--- config.mk ---
export PLATFORM = sky130hd
export DESIGN_NAME = traffic_phase_ctrl_flat
export DESIGN_NICKNAME = d
export VERILOG_FILES = /design/src/rtl/traffic_phase_ctrl_if.sv /design/src/rtl/traffic_phase_ctrl.sv /design/src/flat_wrapper.sv
export SDC_FILE = /design/constraint.sdc
export NUM_CORES = 1
export LEC_CHECK = 0
export ABC_AREA = 1
export ABC_CLOCK_PERIOD_IN_PS = 2000
export CORE_AREA = 2 2 81 83
export DETAILED_ROUTE_END_ITERATION = 8
export DIE_AREA = 0 0 83 85
export GPL_TIMING_DRIVEN = 0
export PLACE_DENSITY_LB_ADDON = 0.25
export SLEW_MARGIN = 40
export SYNTH_ARGS = -nofsm -noshare
export SYNTH_HDL_FRONTEND = slang
export SYNTH_SLANG_ARGS = --single-unit
--- constraint.sdc ---
create_clock -name clk_125M -period 2 [get_ports clk_125M]
set_clock_uncertainty 0.15 [all_clocks]
set_input_delay 0.3 -clock clk_125M [delete_from_list [all_inputs] [get_ports clk_125M]]
set_output_delay 0.3 -clock clk_125M [all_outputs]
set_load 0.005 [all_outputs]
--- src/rtl/traffic_phase_ctrl_if.sv ---
// Key/night/pedestrian inputs and lamp/countdown outputs of the intersection controller.
// The bench or key-debounce side is the master; the controller is the slave.
interface traffic_phase_ctrl_if #(
    parameter int NUM_DIR = 2
);
    logic               key_value;
    logic               key_valid;
    logic               night_mode;
    logic [NUM_DIR-1:0] ped_req;
    logic [NUM_DIR-1:0] red;
    logic [NUM_DIR-1:0] yellow;
    logic [NUM_DIR-1:0] green;
    logic [1:0]         active_dir;
    logic [7:0]         sec_left;

    modport master (
        output key_value, key_valid, night_mode, ped_req,
        input  red, yellow, green, active_dir, sec_left
    );

    modport slave (
        input  key_value, key_valid, night_mode, ped_req,
        output red, yellow, green, active_dir, sec_left
    );
endinterface

--- src/rtl/traffic_phase_ctrl.sv ---
// N-direction intersection controller: round-robin green, pedestrian cut, night flash,
// key-toggled all-red hold, registered lamps and a seconds countdown for the overlay.
module traffic_phase_ctrl #(
    parameter int CLK_FREQ     = 125_000_000,
    parameter int NUM_DIR      = 2,
    parameter int GREEN_TIME   = 10,
    parameter int MIN_GREEN    = 4,
    parameter int YELLOW_TIME  = 3,
    parameter int ALL_RED_TIME = 2
) (
    input  logic                 clk_125M,
    input  logic                 rstn,
    traffic_phase_ctrl_if.slave  bus
);
    localparam int              PW         = (CLK_FREQ > 1) ? $clog2(CLK_FREQ) : 1;
    localparam logic [PW-1:0]   PRESC_LAST = PW'(CLK_FREQ - 1);
    localparam logic [PW-1:0]   PRESC_HALF = PW'(CLK_FREQ / 2);
    localparam logic [7:0]      T_GREEN    = 8'(GREEN_TIME);
    localparam logic [7:0]      T_YELLOW   = 8'(YELLOW_TIME);
    localparam logic [7:0]      T_ALL_RED  = 8'(ALL_RED_TIME);
    // A tick at this sec_left or below completes MIN_GREEN full seconds of green.
    localparam logic [7:0]      CUT_LIMIT  = 8'(GREEN_TIME - MIN_GREEN + 1);
    localparam logic [1:0]      DIR_LAST   = 2'(NUM_DIR - 1);

    typedef enum logic [2:0] {
        S_IDLE,
        S_GREEN,
        S_YELLOW,
        S_ALL_RED,
        S_FLASH,
        S_HOLD
    } state_t;

    state_t             state_q, state_d;
    logic [PW-1:0]      presc_q, presc_d;
    logic [7:0]         sec_q, sec_d;
    logic [1:0]         dir_q, dir_d;
    logic [1:0]         next_dir_q, next_dir_d;
    logic               hold_q, hold_d;
    logic               key_q, key_d;
    logic               key_prev_q;
    logic [NUM_DIR-1:0] ped_q, ped_d;
    logic [NUM_DIR-1:0] red_q, red_d;
    logic [NUM_DIR-1:0] yellow_q, yellow_d;
    logic [NUM_DIR-1:0] green_q, green_d;
    logic [NUM_DIR-1:0] own_dir;
    logic [NUM_DIR-1:0] own_next;

    logic tick;
    logic expire;
    logic key_edge;
    logic hold_rise;
    logic entering;
    logic cut_req;

    for (genvar gi = 0; gi < NUM_DIR; gi++) begin : g_dir
        assign own_dir[gi]  = (dir_q == 2'(gi));
        assign own_next[gi] = (next_dir_q == 2'(gi));
    end

    assign tick      = (presc_q == PRESC_LAST);
    assign expire    = tick && (sec_q == 8'd1);
    assign key_d     = bus.key_valid ? bus.key_value : key_q;
    // Edge is taken on the stored level, so hold flips the cycle after the store.
    assign key_edge  = key_q & ~key_prev_q;
    assign hold_d    = hold_q ^ key_edge;
    assign hold_rise = hold_d & ~hold_q;
    assign cut_req   = |(ped_q & ~own_dir);
    assign entering  = (state_d != state_q);

    always_comb begin
        state_d = state_q;
        if (hold_rise) begin
            state_d = S_HOLD;
        end else begin
            case (state_q)
                S_IDLE:    state_d = S_ALL_RED;
                S_GREEN:   if (expire || (tick && cut_req && (sec_q <= CUT_LIMIT)))
                               state_d = S_YELLOW;
                S_YELLOW:  if (expire) state_d = S_ALL_RED;
                S_ALL_RED: if (expire) state_d = bus.night_mode ? S_FLASH : S_GREEN;
                S_FLASH:   if (!bus.night_mode) state_d = S_ALL_RED;
                S_HOLD:    if (!hold_d) state_d = S_ALL_RED;
                default:   state_d = S_IDLE;
            endcase
        end
    end

    always_comb begin
        presc_d    = (entering || tick) ? '0 : presc_q + 1'b1;
        sec_d      = sec_q;
        dir_d      = dir_q;
        next_dir_d = next_dir_q;
        if (entering) begin
            case (state_d)
                S_GREEN:   sec_d = T_GREEN;
                S_YELLOW:  sec_d = T_YELLOW;
                S_ALL_RED: sec_d = T_ALL_RED;
                default:   sec_d = 8'd0;
            endcase
            if (state_d == S_GREEN) begin
                dir_d      = next_dir_q;
                next_dir_d = (next_dir_q == DIR_LAST) ? 2'd0 : next_dir_q + 2'd1;
            end
            if (state_d == S_FLASH) begin
                next_dir_d = 2'd0;
            end
        end else if (tick && (sec_q != 8'd0)) begin
            sec_d = sec_q - 8'd1;
        end
    end

    // The owner's own request is dropped while it holds green; its latch clears on entry.
    always_comb begin
        ped_d = ped_q | (bus.ped_req & ((state_q == S_GREEN) ? ~own_dir : '1));
        if (entering && (state_d == S_GREEN)) begin
            ped_d = ped_d & ~own_next;
        end
    end

    always_comb begin
        red_d    = '1;
        yellow_d = '0;
        green_d  = '0;
        case (state_q)
            S_GREEN: begin
                green_d = own_dir;
                red_d   = ~own_dir;
            end
            S_YELLOW: begin
                yellow_d = own_dir;
                red_d    = ~own_dir;
            end
            S_FLASH: begin
                red_d    = '0;
                yellow_d = (presc_q < PRESC_HALF) ? '1 : '0;
            end
            default: begin
                red_d = '1;
            end
        endcase
    end

    always_ff @(posedge clk_125M or negedge rstn) begin
        if (!rstn) begin
            state_q    <= S_IDLE;
            presc_q    <= '0;
            sec_q      <= 8'd0;
            dir_q      <= 2'd0;
            next_dir_q <= 2'd0;
            hold_q     <= 1'b0;
            key_q      <= 1'b0;
            key_prev_q <= 1'b0;
            ped_q      <= '0;
            red_q      <= '1;
            yellow_q   <= '0;
            green_q    <= '0;
        end else begin
            state_q    <= state_d;
            presc_q    <= presc_d;
            sec_q      <= sec_d;
            dir_q      <= dir_d;
            next_dir_q <= next_dir_d;
            hold_q     <= hold_d;
            key_q      <= key_d;
            key_prev_q <= key_q;
            ped_q      <= ped_d;
            red_q      <= red_d;
            yellow_q   <= yellow_d;
            green_q    <= green_d;
        end
    end

    assign bus.red        = red_q;
    assign bus.yellow     = yellow_q;
    assign bus.green      = green_q;
    assign bus.active_dir = dir_q;
    assign bus.sec_left   = sec_q;

endmodule
--- src/flat_wrapper.sv ---
// flat-port wrapper written by rule: the top's interface ports become plain ports
module traffic_phase_ctrl_flat 
#(
    parameter int CLK_FREQ     = 125_000_000,
    parameter int NUM_DIR      = 2,
    parameter int GREEN_TIME   = 10,
    parameter int MIN_GREEN    = 4,
    parameter int YELLOW_TIME  = 3,
    parameter int ALL_RED_TIME = 2
)
  (clk_125M, rstn, bus_key_value, bus_key_valid, bus_night_mode, bus_ped_req, bus_red, bus_yellow, bus_green, bus_active_dir, bus_sec_left);
  traffic_phase_ctrl_if #(.NUM_DIR(NUM_DIR)) bus_i ();
  input  logic clk_125M;
  input  logic rstn;
  input wire logic [$bits(bus_i.key_value)-1:0] bus_key_value;
  input wire logic [$bits(bus_i.key_valid)-1:0] bus_key_valid;
  input wire logic [$bits(bus_i.night_mode)-1:0] bus_night_mode;
  input wire logic [$bits(bus_i.ped_req)-1:0] bus_ped_req;
  output wire logic [$bits(bus_i.red)-1:0] bus_red;
  output wire logic [$bits(bus_i.yellow)-1:0] bus_yellow;
  output wire logic [$bits(bus_i.green)-1:0] bus_green;
  output wire logic [$bits(bus_i.active_dir)-1:0] bus_active_dir;
  output wire logic [$bits(bus_i.sec_left)-1:0] bus_sec_left;
  assign bus_i.key_value = bus_key_value;
  assign bus_i.key_valid = bus_key_valid;
  assign bus_i.night_mode = bus_night_mode;
  assign bus_i.ped_req = bus_ped_req;
  assign bus_red = bus_i.red;
  assign bus_yellow = bus_i.yellow;
  assign bus_green = bus_i.green;
  assign bus_active_dir = bus_i.active_dir;
  assign bus_sec_left = bus_i.sec_left;
  traffic_phase_ctrl #(.CLK_FREQ(CLK_FREQ), .NUM_DIR(NUM_DIR), .GREEN_TIME(GREEN_TIME), .MIN_GREEN(MIN_GREEN), .YELLOW_TIME(YELLOW_TIME), .ALL_RED_TIME(ALL_RED_TIME)) u_core (.clk_125M(clk_125M), .rstn(rstn), .bus(bus_i));
endmodule
After elaboration in Yosys (flattened, before gate mapping)
Cells that the tools add are included.

cells by class
  equality and inequality tests = 14
  muxes and demuxes = 21
  bitwise gates (word level) = 11
  reduce and logical (&&, ||, !) cells = 17
  $lt $le $gt $ge = 2
  add/subtract/negate cells = 3

operator list
  kind                                                             count
  adder 27 x 1 -> 27 bit (second input constant)                   1
  == test 27 bit (second input constant)                           1
  < comparator 27 x 26 -> 1 bit (second input constant)            1
  2-to-1 mux 27 bit                                                1
  2-to-1 mux 3 bit                                                 7
  one-hot mux 3 bit (6 select lines)                               1
  2-to-1 mux 8 bit                                                 2
  2-to-1 mux 2 bit                                                 7
  == test 3 x 2 -> 1 bit (second input constant)                   4
  one-hot mux 4 bit (3 select lines)                               1
  == test 3 bit (second input constant)                            3
  == test 8 x 1 -> 1 bit (second input constant)                   1
  less-or-equal comparator 8 x 3 -> 1 bit (second input constant)  1
  one-hot mux 2 bit (2 select lines)                               2
  nonzero test 8 bit                                               1
  subtractor 8 x 1 -> 8 bit (second input constant)                1
  AND 2 bit                                                        3
  == test 3 x 1 -> 1 bit (second input constant)                   2
  logical AND 1 bit                                                5
  == test 2 x 1 -> 1 bit (second input constant)                   2
  zero test 2 bit                                                  2
  NOT 2 bit                                                        2
  AND reduction 2 bit                                              2
  nonzero test 2 bit                                               2
  9 further kinds                                                  13

word-level totals
  register bits = 53
  input port bits = 7

Logic depth before layout (Yosys ltp)
  depth in word-level cells = 13
  gate-level depth with buffers = 17

Least setup slack after synthesis
Ideal clock, no wire load.

  path type = register -> register
  from = reg u_core.presc_q[0]
  to = reg u_core.sec_q[1], in the netlist u_core.bus.sec_left[1]
  cell stages (with the launch flop) = 16
  path slack = -123 ps
  arrival = 1853 ps
  path buffers = 1
  required time = 1730 ps
  setup time = 120 ps
  cells stage by stage = dfrtp_1 > ha_1 > nand3_1 > nor2_1 > nand2_1 > nor2_4 > nand2_1 > nand2_1 > nand3_2 > nor2_4 > nand3_2 > nand2_4 > nand2_4 > buf_6 > o21ai_1 > nand2_1

on the way
  word-level cells in the longest chain between the ends = 10
  elaborated cells between the ends (all ways) = 18

RTL lines
  what                                                              RTL line                   source
  from (decl)                                                       traffic_phase_ctrl.sv:35   logic [PW-1:0] presc_q, presc_d;
  from (signal assigned)                                            traffic_phase_ctrl.sv:160  presc_q <= presc_d;
  == test 27 bit (*)                                                traffic_phase_ctrl.sv:61   assign tick = (presc_q == PRESC_LAST);
  logical AND 1 bit (2 in a row)                                    traffic_phase_ctrl.sv:78   S_GREEN: if (expire || (tick && cut_req && (sec_q <= CUT_LIMIT)))
  logical OR 1 bit                                                  traffic_phase_ctrl.sv:78
  2-to-1 mux 3 bit                                                  traffic_phase_ctrl.sv:78
  one-hot mux 3 bit (6 select lines)                                traffic_phase_ctrl.sv:76   case (state_q)
  2-to-1 mux 3 bit                                                  traffic_phase_ctrl.sv:73   if (hold_rise) begin
  == test 3 x 2 -> 1 bit or == test 3 x 1 -> 1 bit (tied branches)  traffic_phase_ctrl.sv:95   case (state_d)
  one-hot mux 4 bit (3 select lines)                                traffic_phase_ctrl.sv:95
  2-to-1 mux 8 bit                                                  traffic_phase_ctrl.sv:94   if (entering) begin
  to (signal assigned)                                              traffic_phase_ctrl.sv:148  sec_q <= 8'd0;
  to (signal assigned)                                              traffic_phase_ctrl.sv:161  sec_q <= sec_d;
  to (decl)                                                         traffic_phase_ctrl.sv:36   logic [7:0] sec_q, sec_d;

Every way passes the cells marked *; elsewhere a longest branch is shown, timed or not.
A chain may end at the register's enable or synchronous reset.

Worst setup path after layout
  from = reg u_core.presc_q[1]
  to = reg u_core.presc_q[18]

on the way
  word-level cells in the longest chain between the ends = 10
  elaborated cells between the ends (all ways) = 14

RTL lines
  what                                RTL line                  source
  == test 27 bit                      traffic_phase_ctrl.sv:61
  logical AND 1 bit (2 in a row)      traffic_phase_ctrl.sv:78
  logical OR 1 bit                    traffic_phase_ctrl.sv:78
  2-to-1 mux 3 bit                    traffic_phase_ctrl.sv:78
  one-hot mux 3 bit (6 select lines)  traffic_phase_ctrl.sv:76
  2-to-1 mux 3 bit                    traffic_phase_ctrl.sv:73
  inequality test 3 bit               traffic_phase_ctrl.sv:69  assign entering = (state_d != state_q);
  logical OR 1 bit                    traffic_phase_ctrl.sv:90  presc_d = (entering || tick) ? '0 : presc_q + 1'b1;
  2-to-1 mux 27 bit (*)               traffic_phase_ctrl.sv:90
  via u_core.presc_d[18]              traffic_phase_ctrl.sv:35

The timed path passes the listed nets; every way through them passes the cells marked *.

==> out/metrics.csv <==
stage;metric;value;unit
run_status;status;complete, but fails checks;
run_status;failing checks;setup timing;
placement;Detail Placement HPWL;4670;microns
drt;Vias/cell;5.10;
finish;fin nets;499;
worst_hold_path;Hold/Removal Path Class;register to register;
timing;count of final hold-check violations;0;
pwr;total power;5640;uW
floorplanning;die span in y;85;microns
timing;RSZ-0062 raised after global routing;true;
grt;pin count of the biggest net entering global routing;33;
timing;setup_tns;-11.02;ns
clock_tree;CTS H-tree lvls;2;
drt;via count;2881;
drt;antenna-violating nets left;0;
drt;Routed wire per std cell;13.0;microns
clock_tree;root buffer cell;clkbuf_8;
finish;Final Non-Filler Cells;565;
timing;Pins Over Slew Limit;0;
grt;GRT overflow;0;
clock_tree;clk slew on worst S/H paths;0.10;ns
yosys;Synth warnings;0;
setup_path;worst setup path category;register to register;
yosys;Post-Syn Area;3190;sq um
setup_path;CP max FO;5;
clock_tree;CTS tree;yes;
finish;share of layout cells above drive strength 1;0.340;
setup_path;Arrival @ worst endpoint;2.37;ns
clock_tree;CTS Buffer Depth;2;
grt;vias in the first global route;2715;
yosys;Main synth FF type;dfrtp_1;
floorplanning;IO Count;23;
finish;filler cell count;443;
yosys;Synth top cells by count;nand2_1, nor2_1, inv_1;
setup_path;Setup crit start kind;register;
floorplanning;# rows;29;
timing;final setup vio count;41;
finish;Antenna diodes;0;
grt;global-route wire length before repair;12300;microns
pwr;Leak;0.00192;uW
setup_path;Req. time, crit path;2.05;ns
grt;Global Route Usage Sum;0.213;
flow_run;max_cap viols;0;
drt;1st-pass router iterations;5;
grt;initial antenna violation count;0;
yosys;Yosys reg bits;53;
timing;max frequency;0.430;GHz
finish;area occupied by multi-input gates;1830;sq um
yosys;Async SR Flop Fraction;1.00;
floorplanning;die area;7060;sq um
pwr;maximum vdd drop;1.11;mV
clock_tree;CTS Sinks;53;
yosys;syn avg cell area;7.83;sq um
timing;Slew HR;0.762;
yosys;syn nets;420;
placement;Port Buffers;22;
timing;Slew @ Worst Pin;0.356;ns
yosys;Syn Inst Count;408;
timing;Final Cycle Share;1.16;
timing;final setup margin;-0.325;ns
finish;Register Area;1340;sq um
yosys;post-synth top area cell;dfrtp_1;
timing;Final min period;2.32;ns
clock_tree;CTS Buf Count;5;
floorplanning;CORE AREA;6200;sq um
finish;Area Overhead vs Synth;35.3;%
yosys;synth top area cells;dfrtp_1, nand2_1, nor2_1;
clock_tree;worst skew pair latency;0.31;ns
yosys;Distinct cells, synth;33;
placement;placed cells;508;
floorplanning;Initial Utilization;0.515;
drt;DRT iter0 DRCs;240;
setup_path;CP endpoint kind;register;
yosys;Post-synth EDFFs;0;
timing;hold slack final;0.235;ns
pwr;Pwr Density;1300;nW/um^2
yosys;sequential share of the synthesized area;0.416;
yosys;top-area cell type share of the netlist area;0.400;
floorplanning;die width;83;microns
drt;# DRC;0;
drt;drt total wl;7370;microns
yosys;count leader, synth;nand2_1;
placement;Routability Congestion;0.894;
[logic make-up (layout without fill, tap and decap cells)]
kind of cell	after synthesis	count (layout)	synth area share
multiplexers	1	1	0.00313
adder cells (fa/ha/maj)	5	5	0.0196
XOR/XNOR	25	25	0.0686
flip-flops	53	53	0.416
buffers and inverters	60	140	0.0807
AO/OA/AOI/OAI	25	25	0.0411
AND/OR/NAND/NOR	239	239	0.371
[state kept, by name (all words and copies together), names as in the netlist]
register               flops
u_core.bus.green           2
u_core.key_q               1
u_core.next_dir_q          2
u_core.bus.yellow          2
u_core.state_q             3
u_core.ped_q               2
u_core.bus.red             2
u_core.bus.sec_left        8
u_core.hold_q              1
u_core.presc_q            27
u_core.key_prev_q          1
u_core.bus.active_dir      2
[worst paths after layout]
kind,start,to,slack (ns),cells past startpoint
hold reg to reg,u_core.key_q$_DFFE_PN0P_,u_core.key_prev_q$_DFF_PN0_,0.24,0
setup / recovery,u_core.presc_q[1]$_DFF_PN0_,u_core.presc_q[18]$_DFF_PN0_,-0.32,14
hold / removal,u_core.key_q$_DFFE_PN0P_,u_core.key_prev_q$_DFF_PN0_,0.24,0
setup reg to reg,u_core.presc_q[1]$_DFF_PN0_,u_core.presc_q[18]$_DFF_PN0_,-0.32,14
min in group asynchronous,rstn,u_core.next_dir_q[0]$_DFFE_PN0P_,0.27,2
max in group asynchronous,rstn,u_core.bus.red[1]$_DFF_PN1_,0.91,3
[layer usage]
| layer | GRT usage | part of all wire | vias up | wire length [microns] |
|---|---|---|---|---|
| li1 | - | - | 1439 | - |
| met1 | 0.275 | 0.46 | 1376 | 3350 |
| met2 | 0.363 | 0.50 | 56 | 3690 |
| met3 | 0.0399 | 0.029 | 10 | 213 |
| met4 | 0.0745 | 0.015 | 0 | 113 |
| met5 | 0 | 0 | - | 0 |
[metrics by stage]
step	instance area (sq um)	util	worst slack (ns)
after CTS	4060	0.654	-0.292
after global placement	3530	0.569	-1.09
final	4320	0.697	-0.325
after global routing	4320	0.697	-0.433
after floorplan	3210	-	-0.0767
after detailed placement	3550	0.572	-0.368
[timing repair]
action | 4_1_cts | 5_1_grt
endpoints found under the hold margin | 21 | 0
cloned | 3 | 0
pin swaps | 16 | 23
hold buffers | 1 | 0
buffers inserted | 22 | 24
setup endpoints to repair | 41 | 41
gates resized for setup | 45 | 42
[where the power goes]
part | total, uW | switching [uW] | internal [uW]
clock network | 652 | 371 | 282
registers | 1410 | 146 | 1270
logic | 3570 | 1870 | 1700
[worst max-delay path, stage by stage, from the launching register on]
cell	delay, ns
dfrtp_1	0.41
ha_4	0.17
nand3_4	0.11
buf_4	0.17
nor3_4	0.19
nand4_1	0.15
buf_4	0.18
nand3_4	0.08
nor2_4	0.04
nand3_2	0.07
nand2_4	0.08
nand3_4	0.11
buf_12	0.14
buf_12	0.13
nor2_4	0.03
[area by class of cell]
cell class	count	share of cell area
inverter	54	0.0472
tap	77	0.0223
multi-input combinational	295	0.424
clock buffer	6	0.0191
sequential	53	0.309
timing repair buffer	72	0.157
clock inverter	2	0.00318
buffer	6	0.0180
[cell usage in the layout (no fill, tap or decap), types with 2 or more instances in the layout]
master	netlist	routed
nor2_2	16	26
buf_12	0	4
dfrtp_2	0	5
xnor2_1	3	3
o21ai_2	0	2
dfrtp_1	51	46
nor2_4	9	16
nand4_1	12	12
nor3_2	0	5
nand3_1	30	25
a21oi_1	9	7
nor3_4	0	2
inv_1	52	45
buf_6	2	12
dfstp_2	2	2
nor2_1	68	51
nand3_4	1	3
a21oi_2	0	2
o21ai_0	10	10
buf_4	1	39
nand2_2	6	14
nand2_1	78	68
clkdlybuf4s50_1	0	21
nand3_2	5	8
inv_2	1	8
clkinv_2	0	2
xor2_1	22	22
nand2_4	2	4
nand3b_1	2	2
ha_1	5	4
clkbuf_8	0	6
Power figures use the tool's default switching activity.
